## src/rtl/micro_seq_pkg.sv

```systemverilog
// Shared definitions for the shift-add multiplier micro-sequencer and its control decoder.
// Latency: n/a (types, constants and a field-extract helper only).
// Backpressure: n/a.
package micro_pkg;

    // Sequencer phases: FETCH/DECODE/EXEC are the T0/T1/T2 strobes.
    typedef enum logic [2:0] {
        IDLE,
        FETCH,
        DECODE,
        EXEC,
        DONE
    } state_t;

    localparam int INSTR_W  = 8;
    localparam int OPC_W    = 4;
    localparam int OPC_LSB  = 4;

    // Control bits carried alongside the opcode in every micro-instruction.
    localparam int END_BIT  = 3;
    localparam int LOOP_BIT = 2;
    localparam int MARK_BIT = 1;
    localparam int RSVD_BIT = 0;

    // Opcode space shared with the control decoder.
    localparam logic [OPC_W-1:0] OP_NOP      = 4'h0;
    localparam logic [OPC_W-1:0] OP_CLR_ACC  = 4'h1;
    localparam logic [OPC_W-1:0] OP_LD_MCAND = 4'h2;
    localparam logic [OPC_W-1:0] OP_ADD_COND = 4'h3;
    localparam logic [OPC_W-1:0] OP_SHR_ACC  = 4'h4;
    localparam logic [OPC_W-1:0] OP_SHR_MPLR = 4'h5;
    localparam logic [OPC_W-1:0] OP_LD_MPLR  = 4'h6;
    localparam logic [OPC_W-1:0] OP_ST_LO    = 4'h7;
    localparam logic [OPC_W-1:0] OP_STEP     = 4'h8;
    localparam logic [OPC_W-1:0] OP_ST_HI    = 4'h9;
    localparam logic [OPC_W-1:0] OP_SUB_COND = 4'hA;
    localparam logic [OPC_W-1:0] OP_SHL_ACC  = 4'hB;
    localparam logic [OPC_W-1:0] OP_CLR_CY   = 4'hC;
    localparam logic [OPC_W-1:0] OP_SET_CY   = 4'hD;
    localparam logic [OPC_W-1:0] OP_RSVD_E   = 4'hE;
    localparam logic [OPC_W-1:0] OP_HALT     = 4'hF;

    function automatic logic [OPC_W-1:0] instr_opcode(input logic [INSTR_W-1:0] w);
        return w[OPC_LSB +: OPC_W];
    endfunction

endpackage

```

## src/rtl/micro_seq_if.sv

```systemverilog
// Bundle between the micro-sequencer, its program store and the control decoder.
// Latency: n/a (wires only).
// Backpressure: none; prog_data is a combinational read of prog_addr.
interface micro_seq_if #(
    parameter int PC_W = 4
);
    import micro_pkg::*;

    logic                 start;
    logic                 mult_bit;
    logic [INSTR_W-1:0]   prog_data;
    logic [PC_W-1:0]      prog_addr;
    logic [OPC_W-1:0]     opcode;
    logic                 flag;
    logic                 T0;
    logic                 T1;
    logic                 T2;
    logic                 busy;
    logic                 done;

    modport master (
        input  start, mult_bit, prog_data,
        output prog_addr, opcode, flag, T0, T1, T2, busy, done
    );

    modport slave (
        output start, mult_bit, prog_data,
        input  prog_addr, opcode, flag, T0, T1, T2, busy, done
    );

endinterface

```

## src/rtl/micro_seq_loop_ctr.sv

```systemverilog
// Hardware loop state: iteration counter plus the marked loop-head address.
// Latency: jump/target combinational from inputs and state; state updates on the next edge.
// Backpressure: none; update strobes are single-cycle pulses from the sequencer.
module micro_loop_ctr #(
    parameter int PC_W   = 4,
    parameter int LOOP_N = 8
) (
    input  logic            clk,
    input  logic            reset,
    input  logic            load,
    input  logic            mark,
    input  logic            loop,
    input  logic [PC_W-1:0] pc,
    output logic            jump,
    output logic [PC_W-1:0] target
);

    localparam int CNT_W = (LOOP_N < 2) ? 1 : $clog2(LOOP_N + 1);

    logic [CNT_W-1:0] cnt;
    logic [PC_W-1:0]  mark_pc;

    // A MARK in the same word as LOOP makes that word its own loop head.
    assign target = mark ? pc : mark_pc;

    // Last pass (cnt==1) and an exhausted counter (cnt==0) both fall through.
    assign jump = loop && (cnt > CNT_W'(1));

    // Counter reloads on start and counts down to zero on each LOOP; never wraps below zero.
    always_ff @(posedge clk) begin
        if (reset) begin
            cnt     <= '0;
            mark_pc <= '0;
        end else begin
            if (mark) begin
                mark_pc <= pc;
            end
            if (load) begin
                cnt <= CNT_W'(LOOP_N);
            end else if (loop && (cnt != '0)) begin
                cnt <= cnt - CNT_W'(1);
            end
        end
    end

endmodule

```

## src/rtl/micro_seq.sv

```systemverilog
// Three-phase (fetch/decode/execute) micro-sequencer with one hardware loop; MICRO_SEQ_STEP_EN adds single-step.
// Latency: start -> T0 next cycle; 3 cycles per instruction; done 3k+1 cycles after start for k instructions.
// Backpressure: start ignored unless idle; with MICRO_SEQ_STEP_EN, fetch stalls until step is high.
module micro_seq
    import micro_pkg::*;
#(
    parameter int PC_W   = 4,
    parameter int LOOP_N = 8
) (
    input  logic        clk,
    input  logic        reset,
`ifdef MICRO_SEQ_STEP_EN
    input  logic        step,
`endif
    micro_seq_if.master bus
);

    state_t             state_q;
    state_t             state_d;
    logic [PC_W-1:0]    pc_q;
    logic [PC_W-1:0]    pc_d;
    logic [INSTR_W-1:0] ir_q;
    logic               flag_q;

    logic               ir_ld;
    logic               flag_ld;
    logic               ctr_load;
    logic               ctr_mark;
    logic               ctr_loop;
    logic               ctr_jump;
    logic [PC_W-1:0]    ctr_target;
    logic               fetch_go;
    logic               unused_rsvd;

`ifdef MICRO_SEQ_STEP_EN
    assign fetch_go = step;
`else
    assign fetch_go = 1'b1;
`endif

    // Reserved instruction bit carries no meaning yet.
    assign unused_rsvd = ir_q[RSVD_BIT];

    micro_loop_ctr #(
        .PC_W   (PC_W),
        .LOOP_N (LOOP_N)
    ) u_loop_ctr (
        .clk    (clk),
        .reset  (reset),
        .load   (ctr_load),
        .mark   (ctr_mark),
        .loop   (ctr_loop),
        .pc     (pc_q),
        .jump   (ctr_jump),
        .target (ctr_target)
    );

    // State, program counter, instruction and flag registers.
    always_ff @(posedge clk) begin
        if (reset) begin
            state_q <= IDLE;
            pc_q    <= '0;
            ir_q    <= '0;
            flag_q  <= 1'b0;
        end else begin
            state_q <= state_d;
            pc_q    <= pc_d;
            if (ir_ld) begin
                ir_q <= bus.prog_data;
            end
            if (flag_ld) begin
                flag_q <= bus.mult_bit;
            end
        end
    end

    // Phase sequencing and end-of-execute program counter update.
    always_comb begin
        state_d  = state_q;
        pc_d     = pc_q;
        ir_ld    = 1'b0;
        flag_ld  = 1'b0;
        ctr_load = 1'b0;
        ctr_mark = 1'b0;
        ctr_loop = 1'b0;
        unique case (state_q)
            IDLE: begin
                pc_d = '0;
                if (bus.start) begin
                    state_d  = FETCH;
                    ctr_load = 1'b1;
                end
            end
            FETCH: begin
                if (fetch_go) begin
                    ir_ld   = 1'b1;
                    state_d = DECODE;
                end
            end
            DECODE: begin
                flag_ld = 1'b1;
                state_d = EXEC;
            end
            EXEC: begin
                ctr_mark = ir_q[MARK_BIT];
                if (ir_q[END_BIT]) begin
                    // END wins over LOOP and leaves pc where it is.
                    state_d = DONE;
                end else begin
                    state_d  = FETCH;
                    ctr_loop = ir_q[LOOP_BIT];
                    pc_d     = ctr_jump ? ctr_target : pc_q + PC_W'(1);
                end
            end
            DONE: begin
                state_d = IDLE;
                pc_d    = '0;
            end
            default: begin
                state_d = IDLE;
            end
        endcase
    end

    assign bus.prog_addr = pc_q;
    assign bus.opcode    = instr_opcode(ir_q);
    assign bus.flag      = flag_q;
    assign bus.T0        = (state_q == FETCH);
    assign bus.T1        = (state_q == DECODE);
    assign bus.T2        = (state_q == EXEC);
    assign bus.busy      = (state_q == FETCH) || (state_q == DECODE) || (state_q == EXEC);
    assign bus.done      = (state_q == DONE);

endmodule

```

## src/flat_wrapper.sv

```systemverilog
// flat-port wrapper written by rule: the top's interface ports become plain ports
module micro_seq_flat import micro_pkg::*;
#(
    parameter int PC_W   = 4,
    parameter int LOOP_N = 8
)
  (clk, reset, bus_start, bus_mult_bit, bus_prog_data, bus_prog_addr, bus_opcode, bus_flag, bus_T0, bus_T1, bus_T2, bus_busy, bus_done);
  micro_seq_if #(.PC_W(PC_W)) bus_i ();
  input  logic clk;
  input  logic reset;
  input wire logic [$bits(bus_i.start)-1:0] bus_start;
  input wire logic [$bits(bus_i.mult_bit)-1:0] bus_mult_bit;
  input wire logic [$bits(bus_i.prog_data)-1:0] bus_prog_data;
  output wire logic [$bits(bus_i.prog_addr)-1:0] bus_prog_addr;
  output wire logic [$bits(bus_i.opcode)-1:0] bus_opcode;
  output wire logic [$bits(bus_i.flag)-1:0] bus_flag;
  output wire logic [$bits(bus_i.T0)-1:0] bus_T0;
  output wire logic [$bits(bus_i.T1)-1:0] bus_T1;
  output wire logic [$bits(bus_i.T2)-1:0] bus_T2;
  output wire logic [$bits(bus_i.busy)-1:0] bus_busy;
  output wire logic [$bits(bus_i.done)-1:0] bus_done;
  assign bus_i.start = bus_start;
  assign bus_i.mult_bit = bus_mult_bit;
  assign bus_i.prog_data = bus_prog_data;
  assign bus_prog_addr = bus_i.prog_addr;
  assign bus_opcode = bus_i.opcode;
  assign bus_flag = bus_i.flag;
  assign bus_T0 = bus_i.T0;
  assign bus_T1 = bus_i.T1;
  assign bus_T2 = bus_i.T2;
  assign bus_busy = bus_i.busy;
  assign bus_done = bus_i.done;
  micro_seq #(.PC_W(PC_W), .LOOP_N(LOOP_N)) u_core (.clk(clk), .reset(reset), .bus(bus_i));
endmodule
```

## config.mk

```make
export PLATFORM = sky130hd
export DESIGN_NAME = micro_seq_flat
export DESIGN_NICKNAME = d
export VERILOG_FILES = /design/src/rtl/micro_seq_pkg.sv /design/src/rtl/micro_seq_if.sv /design/src/rtl/micro_seq_loop_ctr.sv /design/src/rtl/micro_seq.sv /design/src/flat_wrapper.sv
export SDC_FILE = /design/constraint.sdc
export NUM_CORES = 1
export LEC_CHECK = 0
export CORE_AREA = 3 3 56 58
export CTS_BUF_LIST = sky130_fd_sc_hd__clkbuf_16
export DETAILED_ROUTE_END_ITERATION = 8
export DIE_AREA = 0 0 59 61
export PLACE_DENSITY_LB_ADDON = 0.05
export SLEW_MARGIN = 20
export SYNTH_ARGS = -nofsm -noshare
export SYNTH_HDL_FRONTEND = slang
export SYNTH_HIERARCHICAL = 1
export SYNTH_SLANG_ARGS = --single-unit
```

## constraint.sdc

```tcl
create_clock -name clk -period 2.74 [get_ports clk]
set_input_delay 0.822 -clock clk [delete_from_list [all_inputs] [get_ports clk]]
set_output_delay 0.822 -clock clk [all_outputs]
set_load 0.02 [all_outputs]
```

# --- After elaboration in Yosys (flattened, before gate mapping) ---
# Index checks and enable logic that the tools add are counted.
classes:
  n_div: 0
  shifts: 0
  magnitude_cmp: 1
  n_reduce_logical: 11
  n_bitwise: 0
  add_sub_neg: 2
  mul: 0
  n_eq_ne: 6
  mux: 16
ops:
  columns: ["cell", "count"]
  rows:
  - ["$mux W4", 5]
  - ["$pmux W3 S4", 1]
  - ["$pmux W4 S2", 1]
  - ["$mux W1", 7]
  - ["$eq A3 B2 Y1 const B", 2]
  - ["$mux W3", 2]
  - ["$add A4 B1 Y4 const B", 1]
  - ["$gt A4 B1 Y1 const B", 1]
  - ["$ne A2 B2 Y1 const B", 2]
  - ["$reduce_bool A2 Y1", 2]
  - ["$reduce_bool A4 Y1", 1]
  - ["$reduce_or A2 Y1", 2]
  - ["$sub A4 B1 Y4 const B", 1]
  - ["$eq A3 B1 Y1 const B", 1]
  - ["$eq A3 B3 Y1 const B", 1]
  - ["$logic_not A3 Y1", 1]
  - ["$logic_and A1 B1 Y1", 2]
  - ["$logic_or A1 B1 Y1", 2]
  - ["$reduce_and A2 Y1", 1]
totals:
  word_cells: 43
  register_bits: 24
  rom_bits: 0
  ramBits: 0
  memories: 0
  input_bits: 12
  latchBits: 0

# --- Logic depth before layout (Yosys ltp) ---
# Gate-level depths: netlist of run 1.
depth:
  word_depth: 6
  ltp_mapped: 10
  ltp_nobuf: 8

# --- Cells and area by module ---
# Netlist of run 1, hierarchy kept.
by_module_without_submodules:
  columns: ["mod", "n_inst", "seq_area_each_um2", "cells_per_inst", "area_per_inst_um2"]
  rows:
  - ["micro_seq", 1, 300.3, 84, 787.0]
  - ["micro_loop_ctr", 1, 160.2, 42, 422.9]

# --- Worst setup path before layout of run 1 ---
# No wires, ideal clock.
synth_path:
  path_kind: "register to register"
  startpoint: "register u_core.state_q[2]"
  endpoint: "register u_core.pc_q[3], in the netlist u_core/bus.prog_addr[3]"
  path_buffers: 3
  setup_time_ns: 0.120
  stages_incl_launch_ff: 11
  required_time_ns: 2.620
  slack_ns: 0.700
  arrival_time_ns: 1.920
  period_less_slack_ns: 2.040
  cell_sequence: "dfxtp_1 > buf_6 > and4bb_1 > buf_6 > and2_1 > inv_1 > nor2_1 > clkbuf_1 > nor2_1 > a22o_1 > a211o_1"
synth_via:
  elab_chain_cells: 6
  word_cells_on_any_way: 14
  classes_between: "3 x eq/ne; 6 x mux; 5 x reduce/logical"
synth_rtl:
  columns: ["item", "line", "text"]
  rows:
  - ["start: declaration", "micro_seq.sv:18", "state_t state_q;"]
  - ["start signal: assignment", "micro_seq.sv:66", "state_q <= state_d;"]
  - ["$eq A3 B2 Y1", "micro_seq.sv:86", "unique case (state_q)"]
  - ["$mux W1", "micro_seq.sv:86", null]
  - ["net u_core.ctr_loop", "micro_seq.sv:29", "logic ctr_loop;"]
  - ["$logic_and A1 B1 Y1", "micro_seq_loop_ctr.sv:27", "assign jump = loop && (cnt > CNT_W'(1));"]
  - ["net u_core.ctr_jump", "micro_seq.sv:30", "logic ctr_jump;"]
  - ["$mux W4", "micro_seq.sv:112", "pc_d = ctr_jump ? ctr_target : pc_q + PC_W'(1);"]
  - ["$mux W4", "micro_seq.sv:106", "if (ir_q[END_BIT]) begin"]
  - ["$pmux W4 S2", "micro_seq.sv:86", null]
  - ["end signal: assignment", "micro_seq.sv:67", "pc_q <= pc_d;"]
  - ["end: declaration", "micro_seq.sv:20", "logic [PC_W-1:0] pc_q;"]
# The timed path passes the listed nets, and every way through them passes these cells. The select of a mux whose other input is x is not followed.
# A chain may end at the register's enable or synchronous reset.

# --- Worst setup path in the final report of run 1 ---
layout_path:
  startpoint: "register u_core.state_q[0]"
  endpoint: "output port bus_T2"
layout_via:
  elab_chain_cells: 1
layout_rtl:
  columns: ["item", "line", "text"]
  rows:
  - ["$eq A3 B2 Y1", "micro_seq.sv:130", "assign bus.T2 = (state_q == EXEC);"]
  - ["end: declaration", "flat_wrapper.sv:19", "output wire logic [$bits(bus_i.T2)-1:0] bus_T2;"]
# No other way between the ends.

==> flow_metrics.env, run 1 <==
export IMPL_crit_path_max_incr_delay_ns=0.61
export IMPL_cts_htree_levels=1
export IMPL_boundaryPins=26
export IMPL_initial_core_util_pct=44.6
export IMPL_die_w_um=59
export IMPL_vdd_ir_drop_max_mv=0.387
export IMPL_ctsResizeCount=0
export IMPL_finalNonFillerCells=179
export IMPL_start_kind="register"
export IMPL_place_congestion=0.721
export IMPL_grtUsageTotal_pct=14.4
export IMPL_yosysTopAreaCell="dfxtp_1"
export IMPL_min_to="u_core/ir_q[5]$_SDFFE_PP0P_"
export IMPL_avgSynthCellArea_um2=9.60
export IMPL_drt_pass1_iterations=4
export IMPL_hp_start="u_core/ir_q[5]$_SDFFE_PP0P_"
export IMPL_area_growth_pct=26.2
export IMPL_cts_root_buf="clkbuf_16"
export IMPL_fin_worst_skew_ns=0.00418
export IMPL_fp_row_count=19
export IMPL_rsz0062_at_grt="no"
export IMPL_hp_class="register to register"
export IMPL_timing_max_cap_violations=0
export IMPL_worst_path_buf_inv=1
export IMPL_wire_per_inst_um=13.3
export IMPL_antenna_found_initial=0
export IMPL_num_antenna_cells=0
export IMPL_final_max_slew_viol_count=0
export IMPL_clock_sinks=23
export IMPL_ys_types=39
export IMPL_crit_family="buffers and inverters"
export IMPL_dp_cells=175
export IMPL_grt_max_degree=17
export IMPL_hold_worst_slack_ns=0.493
export IMPL_min_path_cells=2
export IMPL_grt_overflow=0
export IMPL_filler_cell_count=254
export IMPL_r2r_end="u_core/bus.prog_addr[3]$_SDFFE_PP0P_"
export IMPL_hold_viol_final=0
export IMPL_reg2reg_from="u_core/state_q[0]$_SDFFE_PP0P_"
export IMPL_drtAntennaViolNets=0
export IMPL_dp_hpwl_mm=1.71
export IMPL_cts_made_buffers=3
export IMPL_synth_edf_count=0
export IMPL_path_class="register to output pin"
export IMPL_ys_ff_latch=23
export IMPL_clk_pin_slew_ns=0.06
export IMPL_grt_pass1_vias=924
export IMPL_end_kind="output pin"
export IMPL_fp_dieH_um=61
export IMPL_yosysSeqAreaShare_pct=38.1
export IMPL_worst_pin_slew_ns=0.371
export IMPL_cp_arrival_ns=1.76
export IMPL_core_um2=2710
export IMPL_layout_drive_gt1_share_pct=14.2
export IMPL_yosysWarnings=6
export IMPL_multi_input_area_um2=654
export IMPL_p_leak_uw=0.000581
export IMPL_post_cts_buffers=0
export IMPL_fin_tns_setup_ns=0
export IMPL_maxSlewHeadroom_pct=75.2
export IMPL_yosysTopAreaCellShare_pct=38.1
export IMPL_cts_hold_repair_buffers=0
export IMPL_period_needed_ns=2.59
export IMPL_syn_area_um2=1210
export IMPL_path_max_fanout=10
export IMPL_setup_viol=0
export IMPL_viasPerCell=5.37
export IMPL_worstPathRequired_ns=1.92
export IMPL_die_area_um2=3600
export IMPL_grt_pass1_wl_mm=3.95
export IMPL_yosys_top_cells_area="dfxtp_1 (38%), mux2i_1 (9.1%), nor2_1 (6.2%)"
export IMPL_routed_wl_mm=2.38
export IMPL_numPortBuffers=24
export IMPL_clkLatencyLatePin_ns=0.25
export IMPL_fin_nets=165
export IMPL_ff2ff_path_depth=5
export IMPL_finalCritPeriodShare_pct=94.4
export IMPL_drtIter0Drc=17
export IMPL_async_flop_share_pct=0
export IMPL_area_sequential_um2=460
export IMPL_reg2reg_slack_ns=0.69
export IMPL_syn_nets=142
export IMPL_fmax_mhz=387
export IMPL_timing_critical_path_cells="nor2b_1, and2_1, clkdlybuf4s50_1"
export IMPL_status="finished clean"
export IMPL_drc=0
export IMPL_power_total_uw=895
export IMPL_synthFlopType="dfxtp_1"
export IMPL_cts_path_max_buffers=2
export IMPL_synthCells=126
export IMPL_cpMaxStageDelayCell="clkdlybuf4s50_1"
export IMPL_cts_tree="built"
export IMPL_powerDensity_nw_per_um2=586
export IMPL_vias=961
how the worst max path moves through the flow:
stage | cells past startpoint | endpoint | from | slack, ns
finish | 3 | bus_T2 | u_core/state_q[0]$_SDFFE_PP0P_ | 0.15
global placement | 2 | bus_T1 | u_core/state_q[1]$_SDFFE_PP0P_ | 0.48
floorplan | 10 | u_core/bus.prog_addr[3]$_SDFFE_PP0P_ | u_core/state_q[2]$_SDFFE_PP0P_ | 0.70
detailed placement | 3 | bus_T2 | u_core/state_q[0]$_SDFFE_PP0P_ | 0.45
global route | 3 | bus_T2 | u_core/state_q[0]$_SDFFE_PP0P_ | 0.07
CTS | 3 | bus_T2 | u_core/state_q[0]$_SDFFE_PP0P_ | 0.15
layout make-up:
class / instances / area share, %
multi-input cells: 88 / 42.9
flip-flops and latches: 23 / 30.2
repair buffers: 29 / 18.2
clock buffers: 3 / 4.92
well taps: 31 / 2.54
inverters: 4 / 0.984
clock inverters: 1 / 0.328
cells in the final DEF (no fill, tap or decap), drive strengths merged, types with 4 or more instances in the layout:
cell type / n
buf: 5
mux2: 4
nor3b: 5
ha: 4
nor3: 4
mux2i: 11
inv: 4
clkdlybuf4s50: 24
dfxtp: 23
nor2: 20
nor2b: 5
stage by stage:
| step | area (µm²) | util [%] | worst slack (ns) |
|---|---|---|---|
| 2_1_floorplan | 1210 | - | 0.700 |
| 3_3_place_gp | 1450 | 53.4 | 0.478 |
| 3_5_place_dp | 1450 | 53.4 | 0.446 |
| 4_1_cts | 1530 | 56.3 | 0.150 |
| 5_1_grt | 1530 | 56.3 | 0.0713 |
| 6_report | 1530 | 56.3 | 0.154 |
per-layer routing:
metal  track usage [%]  vias up  wire length (µm)  part of all wire [%]
li1                  -      483                 -                     -
met1              17.8      451              1130                    48
met2              23.5       25              1110                    47
met3              3.83        2               123                   5.2
met4              6.80        0                18                  0.76
met5                 0        -                 0                     0
cells in the mapped netlist, types with 3 or more instances:
master    instances
dfxtp_1          23
nor2_1           20
mux2i_1          11
buf_4             6
nor2b_1           5
ha_1              4
inv_1             4
mux2_2            4
nor3_1            4
a211oi_1          3
and2_1            3
nor3b_2           3
state kept, by name, summed over array words and instances (netlist names):
name                       cells
u_core/bus.prog_addr           4
u_core/ir_q                    7
u_core/state_q                 3
u_core/bus.flag                1
u_core/u_loop_ctr/mark_pc      4
u_core/u_loop_ctr/cnt          4
cells by family after synthesis:
| logic type | Yosys count | share of synthesized area [%] |
|---|---|---|
| XOR/XNOR | 1 | 0.724 |
| multiplexers | 15 | 12.8 |
| adder cells (fa/ha/maj) | 4 | 4.14 |
| buffers and inverters | 15 | 7.86 |
| flip-flops | 23 | 38.1 |
| AND/OR/NAND/NOR | 54 | 27.3 |
| AO/OA/AOI/OAI | 14 | 9.10 |
power by group:
part,internal [µW],switching [µW],total [µW]
Combinational,105,91.8,197
Clock,196,118,314
Sequential,356,27.2,383
worst reg2reg max path, stage by stage, from the launching register on:
cell and delay (ns):
dfxtp_1 0.51, nor2b_1 0.22, and3_1 0.31, mux2_2 0.37, a22o_1 0.24, a211o_1 0.29
Power figures use the tool's default switching activity.
==> run 2: changes to the inputs <==
Settings changed: SLEW_MARGIN 20 to default.
==> results of run 2 <==
The final DEF is identical to that of run 1; final timing and power are the same.
==> run 3: changes to the inputs <==
Settings changed: CORE_AREA 3 3 56 58 to 2 2 55 57, DIE_AREA 0 0 59 61 to 0 0 57 59, PLACE_DENSITY_LB_ADDON 0.05 to 0.1.
==> flow_metrics.env, run 3 (synthesis gave the netlist of run 1 again) <==
export IMPL_path_max_fanout=10
export IMPL_place_congestion=0.699
export IMPL_die_w_um=57
export IMPL_grt_use_met1_pct=18.6
export IMPL_filler_cell_count=258
export IMPL_setup_slack_ns=0.132
export IMPL_drtAntennaViolNets=0
export IMPL_grt_max_degree=17
export IMPL_initial_core_util_pct=44.6
export IMPL_hp_class="register to register"
export IMPL_viasPerCell=5.23
export IMPL_maxSlewHeadroom_pct=74.8
export IMPL_multi_input_area_um2=654
export IMPL_cts_root_buf="clkbuf_16"
export IMPL_largest_reg_flops=7
export IMPL_top_usage_layer="met2"
export IMPL_timing_max_cap_violations=0
export IMPL_grt_pass1_wl_mm=3.93
export IMPL_fmax_mhz=383
export IMPL_dp_hpwl_mm=1.72
export IMPL_cpMaxStageDelayCell="clkdlybuf4s50_1"
export IMPL_most_common_layout_cells="clkdlybuf4s50_1 (24), dfxtp_1 (23), nor2_1 (20)"
export IMPL_die_area_um2=3360
export IMPL_grt_use_met2_pct=25.9
export IMPL_dp_cells=175
export IMPL_status="finished clean"
export IMPL_ctsResizeCount=0
export IMPL_drc=0
export IMPL_cts_made_buffers=3
export IMPL_worstPathRequired_ns=1.92
export IMPL_post_cts_buffers=0
export IMPL_antenna_found_initial=0
export IMPL_grt_overflow=0
export IMPL_cp_arrival_ns=1.79
export IMPL_path_class="register to output pin"
export IMPL_hold_viol_final=0
export IMPL_fin_worst_skew_ns=0.00507
export IMPL_fin_nets=165
export IMPL_grt_met3_usage_pct=4.59
export IMPL_crit_family="buffers and inverters"
export IMPL_place_ws_ns=0.394
export IMPL_routed_wl_mm=2.33
export IMPL_drtIter0Drc=21
export IMPL_boundaryPins=26
export IMPL_wire_per_inst_um=13.0
export IMPL_grtUsageTotal_pct=15.1
export IMPL_fp_row_count=19
export IMPL_area_sequential_um2=460
export IMPL_clock_sinks=23
export IMPL_clk_pin_slew_ns=0.06
export IMPL_drt_pass1_iterations=4
export IMPL_grt_pass1_vias=892
export IMPL_final_max_slew_viol_count=0
export IMPL_worst_path_buf_inv=1
export IMPL_cts_path_max_buffers=2
export IMPL_core_um2=2710
export IMPL_regMostFlops="u_core/ir_q"
export IMPL_start_kind="register"
export IMPL_rsz0062_at_grt="no"
export IMPL_fp_dieH_um=59
export IMPL_powerDensity_nw_per_um2=588
export IMPL_fin_tns_setup_ns=0
export IMPL_num_antenna_cells=0
export IMPL_layout_commonest_cell="clkdlybuf4s50_1"
export IMPL_clkLatencyLatePin_ns=0.26
export IMPL_setup_viol=0
export IMPL_cts_hold_repair_buffers=0
export IMPL_p_leak_uw=0.000577
export IMPL_finalNonFillerCells=179
export IMPL_end_kind="output pin"
export IMPL_cts_tree="built"
export IMPL_vdd_ir_drop_max_mv=0.467
export IMPL_period_needed_ns=2.61
export IMPL_crit_path_max_incr_delay_ns=0.66
export IMPL_numPortBuffers=24
export IMPL_layout_drive_gt1_share_pct=14.2
export IMPL_area_growth_pct=26.4
export IMPL_vias=937
export IMPL_finalCritPeriodShare_pct=95.2
export IMPL_timing_critical_path_cells="nor3b_1, clkdlybuf4s50_1"
export IMPL_worst_pin_slew_ns=0.377
export IMPL_cts_htree_levels=1
run 3: cell count changes in the layout (fill, tap and decap cells not counted):
cell	change
clkinvlp_4	+1
clkinv_2	-1
run 3: power by group:
group | internal [µW] | leakage [µW] | switching [µW]
Combinational | 105 | 0.000353 | 91.4
Clock | 198 | 0.0000371 | 121
Sequential | 356 | 0.000187 | 28.8
run 3: path summary, 6_finish.rpt:
| kind | to | cells after the start | slack, ns | startpoint |
|---|---|---|---|---|
| worst max-delay path | bus_T0 | 2 | 0.13 | u_core/state_q[0]$_SDFFE_PP0P_ |
| worst min-delay path | u_core/ir_q[2]$_SDFFE_PP0P_ | 2 | 0.48 | u_core/ir_q[2]$_SDFFE_PP0P_ |
| worst max register to register | u_core/bus.prog_addr[3]$_SDFFE_PP0P_ | 8 | 0.62 | u_core/state_q[1]$_SDFFE_PP0P_ |
| worst min register to register | u_core/ir_q[2]$_SDFFE_PP0P_ | 2 | 0.48 | u_core/ir_q[2]$_SDFFE_PP0P_ |
run 3: per-layer routing:
| layer | routed length, µm | vias to the layer above |
|---|---|---|
| met5 | 0 | - |
| met4 | 16 | 0 |
| met3 | 121 | 2 |
| met2 | 1110 | 20 |
| met1 | 1080 | 433 |
| li1 | - | 482 |
run 3: through the flow:
stage | cell area, µm² | hold WS, ns | util, % | power (µW)
final | 1530 | 0.485 | 56.4 | 900
after global routing | 1530 | 0.512 | 56.4 | 942
after CTS | 1530 | 0.488 | 56.4 | 910
after detailed placement | 1450 | 0.473 | 53.4 | 589
after global placement | 1450 | 0.468 | 53.4 | 585
after floorplan | 1210 | 0.452 | - | 523
run 3: area by class of cell:
cell class              count  area share, %
clock inverters             1          0.491
clock buffers               3           4.91
flip-flops and latches     23           30.1
multi-input cells          88           42.8
well taps                  31           2.54
repair buffers             29           18.2
inverters                   4          0.982
run 3: worst reg2reg max path: cells and delay by family, from the launching register on:
family                 cells  cell delay (ns)
AO/OA/AOI/OAI              2             0.47
buffers and inverters      2             0.28
flip-flops                 1             0.55
AND/OR/NAND/NOR            4             0.72
==> variant: new RTL, settings of run 1 <==
`PC_W` is set to 4 in 4 places; all go to 6.
--- a/src/rtl/micro_seq_if.sv
+++ b/src/rtl/micro_seq_if.sv
@@ -2,7 +2,7 @@
 // Latency: n/a (wires only).
 // Backpressure: none; prog_data is a combinational read of prog_addr.
 interface micro_seq_if #(
-    parameter int PC_W = 4
+    parameter int PC_W = 6
 );
     import micro_pkg::*;
 
--- a/src/rtl/micro_seq_loop_ctr.sv
+++ b/src/rtl/micro_seq_loop_ctr.sv
@@ -2,7 +2,7 @@
 // Latency: jump/target combinational from inputs and state; state updates on the next edge.
 // Backpressure: none; update strobes are single-cycle pulses from the sequencer.
 module micro_loop_ctr #(
-    parameter int PC_W   = 4,
+    parameter int PC_W   = 6,
     parameter int LOOP_N = 8
 ) (
     input  logic            clk,
--- a/src/rtl/micro_seq.sv
+++ b/src/rtl/micro_seq.sv
@@ -4,7 +4,7 @@
 module micro_seq
     import micro_pkg::*;
 #(
-    parameter int PC_W   = 4,
+    parameter int PC_W   = 6,
     parameter int LOOP_N = 8
 ) (
     input  logic        clk,
--- a/src/flat_wrapper.sv
+++ b/src/flat_wrapper.sv
@@ -1,7 +1,7 @@
 // flat-port wrapper written by rule: the top's interface ports become plain ports
 module micro_seq_flat import micro_pkg::*;
 #(
-    parameter int PC_W   = 4,
+    parameter int PC_W   = 6,
     parameter int LOOP_N = 8
 )
   (clk, reset, bus_start, bus_mult_bit, bus_prog_data, bus_prog_addr, bus_opcode, bus_flag, bus_T0, bus_T1, bus_T2, bus_busy, bus_done);
Interface: changed (resized bus_prog_addr); port bits go from 26 to 28. No check against the original RTL was run, so the function may have changed too.
==> variant against run 1 <==
Core utilization up 8.4 points; area after synthesis rose by 18%; routed wire length up 15%; clock skew decreased by 0.0018 ns; sequential share of layout area increased by 0.63 points; cell area grew 15%; power grew 12%; global-route usage is 2.4 points higher; via count up 16%; setup slack got worse by 0.029 ns; sequential cell count up 4; sequential power grew 14%; critical path type unchanged; largest cell class unchanged.
==> variant: results <==
group,metric,value,unit
logic_synthesis,post_synth_fa_ha_maj_area_fraction,3.51,%
placement,portBuffers,26,
route,wl_per_cell,13.5,um
cts,clock_insertion_delay_worst_skew,0.26,ns
timing,timing.clock.skew,0.00237,ns
logic_synthesis,synth_cell_types,40,
logic_synthesis,seq_area_frac_synth,37.9,%
grt,grt_first_pass_wirelength,4.62,mm
pwr,p_leak,0.635,nW
outcome,status,"finished clean",
worst_hold_path,min_path_type,"flop to flop",
grt,first_global_vias,1065,
logic_synthesis,number_of_enable_flip_flop_cells_after_synthesis,0,
placement,pre_cts_slack,0.402,ns
logic_synthesis,ys_top_cells_by_count,"27 x sky130_fd_sc_hd__dfxtp_1, 14 x sky130_fd_sc_hd__nor2_1, 10 x sky130_fd_sc_hd__mux2i_1, 10 x sky130_fd_sc_hd__nand2_1",
route,vias_per_cell,5.49,
finish,post_route_cells_drive_above_1_share,14.0,%
logic_synthesis,syn-num-nets,166,
route,first_iter_violations,21,
pwr,power.net_switching,278,uW
timing,max_freq,382,MHz
worst_setup_path,rrSetupSlack,0.66,ns
grt,grt_max_degree,29,
cts,clock_pin_slew_on_the_worst_setup_and_hold_paths,0.07,ns
worst_setup_path,timing.critical_path.fanout_max,8,
timing,worst_pin_slew,0.381,ns
finish,finish.net_count,189,
placement,gp_routability_congestion,0.769,
logic_synthesis,synth-xor-area-share,0.614,%
finish,antenna_cells_inserted,0,
timing,hold-worst-slack,0.494,ns
finish,regMostFlops,"u_core/ir_q",
logic_synthesis,synth_compound_gate_area_share,13.2,%
finish,largest_register_ffs,7,
worst_setup_path,worst-endpoint-arrival,1.79,ns
grt,groute.usage.overall,16.9,%
finish,fillCellCount,232,
pwr,max-vdd-ir-drop,0.000395,V
logic_synthesis,netlist_top_cells_area,"sky130_fd_sc_hd__dfxtp_1 38%, sky130_fd_sc_hd__mux2i_1 7.0%, sky130_fd_sc_hd__mux2_2 4.7%",
logic_synthesis,yosys-mux-area-fraction,11.8,%
placement,dp.final_hpwl,1.86,mm
[variant: changes by cell type after synthesis, sizes merged, moves of 3 or more]
cell,change
nand2,+8
o21ai,+3
dfxtp,+4
nor2,-4
a21oi,+6
nor2b,+3
[variant: worst max-delay path, stage by stage, from the launching register on]
cell and delay, ns:
sky130_fd_sc_hd__dfxtp_1 0.51, sky130_fd_sc_hd__nor2b_1 0.23, sky130_fd_sc_hd__and2_1 0.18, sky130_fd_sc_hd__clkdlybuf4s50_1 0.61
[variant: worst paths after layout]
kind / from / to / cells after the start
worst min register to register: u_core/ir_q[2] / u_core/ir_q[2] / 2
worst max-delay path: u_core/state_q[0] / bus_T2 / 3
worst min-delay path: u_core/ir_q[2] / u_core/ir_q[2] / 2
worst max register to register: u_core/state_q[0] / u_core/bus.prog_addr[1] / 5
[variant: kinds of logic (layout without fill, tap and decap cells)]
| family | count (synthesis) | count (layout) |
|---|---|---|
| AOI/OAI and AO/OA | 23 | 23 |
| and+or+nand+nor | 61 | 61 |
| DFF | 27 | 27 |
| muxes | 16 | 16 |
| xor gates and xnor gates | 1 | 1 |
| adders and majority gates | 4 | 4 |
| buffers and inverters | 18 | 40 |
[variant: cell type report]
class                           count  area share (%)
Sequential cell                    27            30.8
Clock buffer                        3            4.28
Multi-Input combinational cell    105            44.2
Timing Repair Buffer               32            17.4
Tap cell                           31            2.21
Inverter                            4           0.855
Clock inverter                      1           0.285
[variant: power by group through the flow]
stage	Combinational [mW]	Clock, mW	Sequential [mW]
CTS	0.240	0.344	0.435
global placement	0.235	0	0.442
detailed placement	0.238	0	0.444
finish	0.237	0.334	0.435
global route	0.258	0.354	0.439
floorplan	0.169	0	0.435
[variant: metrics by stage]
stage          cells  area (sq um)
6_report         203          1760
5_1_grt          203          1760
4_1_cts          203          1760
3_3_place_gp     199          1680
3_5_place_dp     199          1680
2_1_floorplan    150          1430
[variant: routing by layer]
metal	track usage, %	vias up	wire [um]
met3	3.19	4	106
met1	20.2	524	1300
met5	0	-	0
met4	8.74	0	34
met2	28.9	25	1300
li1	-	562	-
